===== src/rtl/demux_pkg.sv =====
// Shared helpers for the stream demultiplexer: select width and lane slicing.
package demux_pkg;
  function automatic int sel_w(input int n);
    return (n < 2) ? 1 : $clog2(n);
  endfunction

  function automatic int lane_off(input int i, input int w);
    return i * w;
  endfunction
endpackage


===== src/rtl/stream_demux_if.sv =====
// Producer-side and consumer-side handshake bundle of the stream demultiplexer.
interface stream_demux_if
  import demux_pkg::*;
#(
  parameter int WIDTH  = 8,
  parameter int NUM_CH = 4
);
  localparam int SEL_W = sel_w(NUM_CH);

  logic [WIDTH-1:0]        in_data;
  logic [SEL_W-1:0]        in_sel;
  logic                    in_bcast;
  logic                    in_valid;
  logic                    in_ready;
  logic [NUM_CH*WIDTH-1:0] out_data;
  logic [NUM_CH-1:0]       out_valid;
  logic [NUM_CH-1:0]       out_ready;
  logic                    drop_err;

  modport slave (
    input  in_data, in_sel, in_bcast, in_valid, out_ready,
    output in_ready, out_data, out_valid, drop_err
  );

  modport master (
    output in_data, in_sel, in_bcast, in_valid, out_ready,
    input  in_ready, out_data, out_valid, drop_err
  );
endinterface


===== src/rtl/demux_slot.sv =====
// One-entry output holding slot: load wins over drain, optional zero mask when idle.
module demux_slot #(
  parameter int WIDTH     = 8,
  parameter bit ZERO_IDLE = 1'b1
) (
  input  logic             clk,
  input  logic             rst,
  input  logic             load,
  input  logic [WIDTH-1:0] wdata,
  input  logic             ready,
  output logic             valid,
  output logic [WIDTH-1:0] data
);
  logic [WIDTH-1:0] lane;

  always_ff @(posedge clk) begin
    if (rst) begin
      valid <= 1'b0;
      lane  <= '0;
    end else if (load) begin
      valid <= 1'b1;
      lane  <= wdata;
    end else if (ready) begin
      valid <= 1'b0;
    end
  end

  generate
    if (ZERO_IDLE) begin : g_mask
      assign data = valid ? lane : '0;
    end else begin : g_raw
      assign data = lane;
    end
  endgenerate
endmodule


===== src/rtl/stream_demux.sv =====
// Registered 1-to-NUM_CH demux: select decode, in_ready and drop reporting around per-lane slots.
module stream_demux
  import demux_pkg::*;
#(
  parameter int WIDTH     = 8,
  parameter int NUM_CH    = 4,
  parameter bit ZERO_IDLE = 1'b1
) (
  input  logic          clk,
  input  logic          rst,
  stream_demux_if.slave bus
);
  localparam int SEL_W = sel_w(NUM_CH);

  logic [NUM_CH-1:0] free, hit, load;
  logic              oor, acc, in_ready;

  generate
    // A full power-of-two select range can never point past the last lane.
    if (NUM_CH == (2 ** SEL_W)) begin : g_full
      assign oor = 1'b0;
    end else begin : g_part
      assign oor = (bus.in_sel >= SEL_W'(NUM_CH));
    end
  endgenerate

  for (genvar i = 0; i < NUM_CH; i++) begin : g_lane
    assign free[i] = !bus.out_valid[i] || bus.out_ready[i];
    assign hit[i]  = (bus.in_sel == SEL_W'(i));
    assign load[i] = acc && (bus.in_bcast || hit[i]);

    demux_slot #(.WIDTH(WIDTH), .ZERO_IDLE(ZERO_IDLE)) u_slot (
      .clk   (clk),
      .rst   (rst),
      .load  (load[i]),
      .wdata (bus.in_data),
      .ready (bus.out_ready[i]),
      .valid (bus.out_valid[i]),
      .data  (bus.out_data[lane_off(i, WIDTH) +: WIDTH])
    );
  end

  // Broadcast waits for every slot so it never lands on a partial set of lanes.
  always_comb begin
    in_ready = 1'b0;
    if (bus.in_bcast)  in_ready = &free;
    else if (oor)      in_ready = 1'b1;
    else               in_ready = |(hit & free);
  end

  assign bus.in_ready = in_ready;
  assign acc          = bus.in_valid && in_ready;

  always_ff @(posedge clk) begin
    if (rst) bus.drop_err <= 1'b0;
    else     bus.drop_err <= acc && !bus.in_bcast && oor;
  end
endmodule


===== src/flat_wrapper.sv =====
// flat-port wrapper written by rule: the top's interface ports become plain ports
module stream_demux_flat import demux_pkg::*;
#(
  parameter int WIDTH     = 8,
  parameter int NUM_CH    = 4,
  parameter bit ZERO_IDLE = 1'b1
)
  (clk, rst, bus_in_data, bus_in_sel, bus_in_bcast, bus_in_valid, bus_out_ready, bus_in_ready, bus_out_data, bus_out_valid, bus_drop_err);
  stream_demux_if #(.WIDTH(WIDTH), .NUM_CH(NUM_CH)) bus_i ();
  input  logic clk;
  input  logic rst;
  input wire logic [$bits(bus_i.in_data)-1:0] bus_in_data;
  input wire logic [$bits(bus_i.in_sel)-1:0] bus_in_sel;
  input wire logic [$bits(bus_i.in_bcast)-1:0] bus_in_bcast;
  input wire logic [$bits(bus_i.in_valid)-1:0] bus_in_valid;
  input wire logic [$bits(bus_i.out_ready)-1:0] bus_out_ready;
  output wire logic [$bits(bus_i.in_ready)-1:0] bus_in_ready;
  output wire logic [$bits(bus_i.out_data)-1:0] bus_out_data;
  output wire logic [$bits(bus_i.out_valid)-1:0] bus_out_valid;
  output wire logic [$bits(bus_i.drop_err)-1:0] bus_drop_err;
  assign bus_i.in_data = bus_in_data;
  assign bus_i.in_sel = bus_in_sel;
  assign bus_i.in_bcast = bus_in_bcast;
  assign bus_i.in_valid = bus_in_valid;
  assign bus_i.out_ready = bus_out_ready;
  assign bus_in_ready = bus_i.in_ready;
  assign bus_out_data = bus_i.out_data;
  assign bus_out_valid = bus_i.out_valid;
  assign bus_drop_err = bus_i.drop_err;
  stream_demux #(.WIDTH(WIDTH), .NUM_CH(NUM_CH), .ZERO_IDLE(ZERO_IDLE)) u_core (.clk(clk), .rst(rst), .bus(bus_i));
endmodule

===== config.mk =====
export PLATFORM = sky130hd
export DESIGN_NAME = stream_demux_flat
export DESIGN_NICKNAME = d
export VERILOG_FILES = /design/src/rtl/demux_pkg.sv /design/src/rtl/stream_demux_if.sv /design/src/rtl/demux_slot.sv /design/src/rtl/stream_demux.sv /design/src/flat_wrapper.sv
export SDC_FILE = /design/constraint.sdc
export NUM_CORES = 1
export LEC_CHECK = 0
export ABC_AREA = 1
export CAP_MARGIN = 20
export CORE_MARGIN = 4
export CORE_UTILIZATION = 49
export CTS_CLUSTER_SIZE = 14
export DETAILED_ROUTE_END_ITERATION = 10
export PLACE_DENSITY = 0.81
export SETUP_SLACK_MARGIN = 0.05
export SYNTH_ARGS = -nofsm -noshare
export SYNTH_HDL_FRONTEND = slang
export SYNTH_SLANG_ARGS = --single-unit

===== constraint.sdc =====
create_clock -name clk -period 2.3 [get_ports clk]
set_input_delay 0.69 -clock clk [delete_from_list [all_inputs] [get_ports clk]]
set_output_delay 0.69 -clock clk [all_outputs]
set_load 0.01 [all_outputs]

After elaboration in Yosys (flattened, before gate mapping)
Cells that the tools add are included.
{"block": "classes", "addsub": 0, "multipliers": 0, "div_mod_pow": 0, "order_cmp": 0, "n_eq_ne": 3, "shifts": 0, "muxes": 13, "n_bitwise": 1, "n_reduce_logical": 24}
{"cell": "$mux 8", "n": 4}
{"cell": "$mux 1", "n": 9}
{"cell": "$logic_or 1x1->1", "n": 8}
{"cell": "$reduce_bool 2->1", "n": 4}
{"cell": "$logic_and 1x1->1", "n": 5}
{"cell": "$and 4x4->4", "n": 1}
{"cell": "$eq 2x2->1 const B", "n": 2}
{"cell": "$logic_not 1->1", "n": 4}
{"cell": "$reduce_and 4->1", "n": 1}
{"cell": "$reduce_or 4->1", "n": 1}
{"cell": "$eq 2x1->1 const B", "n": 1}
{"cell": "$logic_not 2->1", "n": 1}
{"block": "totals", "register_bits": 36, "latchBits": 0, "ram_bits": 0, "mem_bits_ro": 0, "input_bits": 18, "out_inout_bits": 38, "elab_cells": 49, "n_memories": 0}

Longest topological paths before layout
{"block": "logic_depth", "word_depth": 8, "mapped_depth": 10, "mapped_depth_nobuf": 10}

By module
From an unflattened synthesis, not the netlist that was laid out.
{"block": "hier_totals", "hier_cells": 261, "area_unflattened_um2": 1664.1}
{"mod": "demux_slot", "n_inst": 4, "cells_per_inst": 55, "area_per_inst_um2": 369.1, "seq_area_each_um2": 180.2}
{"mod": "stream_demux", "n_inst": 1, "cells_per_inst": 41, "area_per_inst_um2": 187.7, "seq_area_each_um2": 0.0}

Worst setup path before layout
OpenSTA, ideal clock, no wires.
{"block": "synth_path", "path_kind": "in2out", "from": "in bus_in_bcast", "to": "out bus_in_ready", "t_arrival_ns": 1.424, "t_required_ns": 1.610, "setup_slack_ns": 0.186, "stages": 6, "path_buffers": 1, "path_cell_list": "inv_1 -> nand3_1 -> o21ai_1 -> nand2_2 -> nand2_8 -> buf_6"}
{"block": "synth_via", "elab_chain_cells": 1}
{"element": "from (decl)", "line_no": "flat_wrapper.sv:14", "text": "input wire logic [$bits(bus_i.in_bcast)-1:0] bus_in_bcast;"}
{"element": "$mux 1", "line_no": "stream_demux.sv:46", "text": "if (bus.in_bcast) in_ready = &free;"}
{"element": "to (decl)", "line_no": "flat_wrapper.sv:17", "text": "output wire logic [$bits(bus_i.in_ready)-1:0] bus_in_ready;"}
No other way between the ends.

Final worst setup path
{"block": "layout_path", "from": "in bus_in_sel[0]", "to": "out bus_in_ready"}
{"block": "layout_via", "elab_chain_cells": 4, "word_cells_on_any_way": 7, "cone_classes": "eq/ne: 3; mux: 1; bitwise: 1; reduce/logical: 2"}
{"element": "from (decl)", "line_no": "flat_wrapper.sv:13", "text": "input wire logic [$bits(bus_i.in_sel)-1:0] bus_in_sel;"}
{"element": "$eq 2x1->1 (tied with other cells)", "line_no": "stream_demux.sv:29", "text": "assign hit[i] = (bus.in_sel == SEL_W'(i));"}
{"element": "$and 4x4->4 *", "line_no": "stream_demux.sv:48", "text": "else in_ready = |(hit & free);"}
{"element": "$reduce_or 4->1 *", "line_no": "stream_demux.sv:48"}
{"element": "$mux 1 *", "line_no": "stream_demux.sv:46"}
Every way passes the cells marked *; elsewhere a longest branch is shown, timed or not.

==> results.tsv <==
stage	metric	value	unit
cells_and_area	nFillCells	380	
cells_and_area	seqCellArea	722	µm²
pwr	switching_share	30.3	%
logic_synthesis	ys_top_cells_by_area	dfxtp_1 33%, inv_1 19%, nand2_1 18%	
pwr	p_switching	481	µW
logic_synthesis	synth_top_area_cell	dfxtp_1	
global_routing	antenna_found_initial	0	
placement	post-dp-hpwl	3.71	mm
global_routing	overflow	0	
pwr	leakagePower	1.69	nW
worst_setup_path	cp-start-kind	primary input	
floorplan	die_w	74.8	µm
logic_synthesis	synth_nets	375	
logic_synthesis	synthFlopType	dfxtp_1	
worst_setup_path	critPathMaxFanout	5	
min_path	hp-class	reg -> reg	
worst_setup_path	crit_path_cell_trace	clkdlybuf4s15_2 -> nand2_2 -> clkinv_1 -> nand2_1 -> nand3_2 -> nand2_4 -> nand2_8 -> buf_6	
floorplan	die_y	74.8	µm
logic_synthesis	yosys_warnings	0	
run_status	status	completed	
logic_synthesis	syn_inst	357	
floorplan	core	0.00432	mm²
logic_synthesis	async_reset_ff_share	0	%
pwr	p_int	1.11	mW
floorplan	rows	24	
sta	max_freq	0.450	GHz
clock_tree	cts_root_buffer	clkbuf_8	
logic_synthesis	synth_most_common_cell	inv_1	
cells_and_area	fin_util	67.8	%
pwr	p_clk_share	31.2	%
global_routing	grt_pass1_wl	8.40	mm
clock_tree	clock_latency	0.29	ns
logic_synthesis	synth_common_cells	110 x inv_1, 104 x nand2_1, 36 x dfxtp_1	
drt	drc	0	
placement	port_buffers	54	
clock_tree	cts_sinks	36	
placement	gp_congestion	0.807	
drt	via_per_inst	4.65	
clock_tree	numCtsBuffers	5	
worst_setup_path	criticalPathCategory	in -> out	
worst_setup_path	critPathBufInv	3	
global_routing	grt_max_degree	37	
clock_tree	cts_tree	done	
sta	slew_viol_final	0	
drt	drt_wl_total	5.20	mm
drt	first_pass_iters	4	
pwr	seqPwrFrac	44.3	%
global_routing	grt_pass1_vias	1941	
worst_setup_path	crit_arrival	1.53	ns
sta	fin_crit_sh	96.7	%
worst_setup_path	crit_path_max_incr_delay	0.23	ns
cells_and_area	syn2layout_area_growth	34.1	%
logic_synthesis	ys_ff_latch	36	
clock_tree	clk_pin_slew_worst_paths	0.07	ns
cells_and_area	diodes	0	
cells_and_area	final_nets	436	
floorplan	ios	56	
drt	routedWlPerCell	11.1	µm
logic_synthesis	yosysUniqueCellTypes	22	
cells_and_area	multiInputGateArea	928	µm²
logic_synthesis	synth-seq-area-share	33.0	%
logic_synthesis	synth-edff-count	0	
pwr	irDropWorstVdd	0.389	mV
worst_setup_path	end_kind	primary output	
drt	vias	2185	
pwr	pwr_density_cell	542	mW/mm²
sta	clock_skew	0.00475	ns
global_routing	track_usage	19.5	%
placement	dp.cells	460	
sta	finalHoldViolations	0	
cells_and_area	drive_above_1_share	12.2	%
cells_and_area	instances_no_fill	470	
sta	rsz0062_at_grt	no	
drt	drtAntennaViolNets	0	
clock_tree	cts_max_path_buffers	2	
pwr	comb_power_share	24.6	%
logic_synthesis	synth.cell_area	0.00219	mm²
floorplan	dieArea	0.00559	mm²
sta	finalSetupViolCount	0	
logic_synthesis	synth_top_area_share	33.0	%
floorplan	initial_core_util	50.5	%
worst_setup_path	required	1.61	ns
logic_synthesis	avgSynthCellArea	6.12	µm²
worst_setup_path	cp_top_family	simple AND/OR/NAND/NOR gates	
flow_run	cap_viol_max_count	0	
worst_setup_path	crit_slowest_cell	clkdlybuf4s15_2	
clock_tree	htreeDepth	2	
pwr	total_power	1.59	mW
drt	drtIter0Drc	163	
sta	fin_crit	2.22	ns
-- final timing paths --
| kind | slack (ns) | cells past startpoint | endpoint | start |
|---|---|---|---|---|
| setup / recovery | 0.08 | 8 | bus_in_ready | bus_in_sel[0] |
| hold / removal | 0.51 | 4 | u_core.g_lane[3].u_slot.lane[3] | u_core.g_lane[3].u_slot.lane[3] |
| setup reg to reg | 0.61 | 10 | u_core.g_lane[3].u_slot.lane[0] | u_core.g_lane[3].u_slot.valid |
| hold reg to reg | 0.51 | 4 | u_core.g_lane[3].u_slot.lane[3] | u_core.g_lane[3].u_slot.lane[3] |
-- per-layer routing --
layer / wire, µm / global-route usage (%)
met2: 2490 / 31.0
met1: 2170 / 24.7
met5: 0 / 0
met3: 410 / 4.41
met4: 131 / 10.3
-- placed cells by master (no fill, tap or decap) --
cell,instances
inv_1,110
nand2_1,98
clkdlybuf4s50_1,47
dfxtp_1,35
nand4_1,32
nor2_1,32
buf_4,18
nand2_2,7
clkbuf_8,7
o21ai_2,4
nand3_4,4
a21oi_1,4
dlygate4sd2_1,4
nand3_1,3
inv_2,2
nand2_4,2
clkdlybuf4s15_2,2
clkinv_1,1
nand3_2,1
nand2_8,1
conb_1,1
buf_6,1
buf_12,1
dfxtp_2,1
-- layout make-up --
cell class                      count  area share, %
Multi-Input combinational cell    189           31.7
Clock buffer                        7           3.29
Sequential cell                    36           24.6
Tap cell                           52           2.22
Inverter                          113           14.5
Timing Repair Buffer               73           23.7
-- power by group through the flow --
stage                     clock (mW)  combinational (mW)  sequential (mW)
after floorplan                    0               0.268            0.710
after global placement             0               0.366            0.715
after detailed placement           0               0.378            0.716
after CTS                      0.496               0.386            0.703
after global routing           0.520               0.437            0.709
final                          0.495               0.390            0.703
-- registers in the layout, summed over array words and instances (netlist names) --
register	cells
u_core.g_lane.u_slot.lane	32
u_core.g_lane.u_slot.valid	4
-- stage by stage --
step | setup WS [ns] | area (µm²) | TNS, ns | hold slack, ns
floorplan | 0.186 | 2190 | 0 | 0.486
global placement | -0.584 | 2790 | -6.70 | 0.488
detailed placement | -0.649 | 2790 | -9.77 | 0.497
CTS | 0.0475 | 2910 | 0 | 0.511
global route | 0.0465 | 2930 | 0 | 0.539
finish | 0.0759 | 2930 | 0 | 0.511
-- tightest hold or removal path, cell delays in order, from the launching register on --
cell and delay, ns:
dfxtp_1 0.31, inv_1 0.04, nand2_1 0.04, inv_1 0.04
nor2_1 0.03
-- timing repair --
action,4_1_cts,5_1_grt
gates resized for setup,21,3
setup endpoints to repair,33,7
buffers inserted,2,1
hold buffers,0,0
pin swaps,6,2
-- kinds of logic after synthesis --
logic type | Yosys count | share of synthesized area, %
compound gates | 8 | 2.35
buf+inv | 132 | 25.6
simple gates | 180 | 38.9
other cells | 1 | 0.172
flops | 36 | 33.0
No activity file was read; power rests on OpenSTA's default activity.
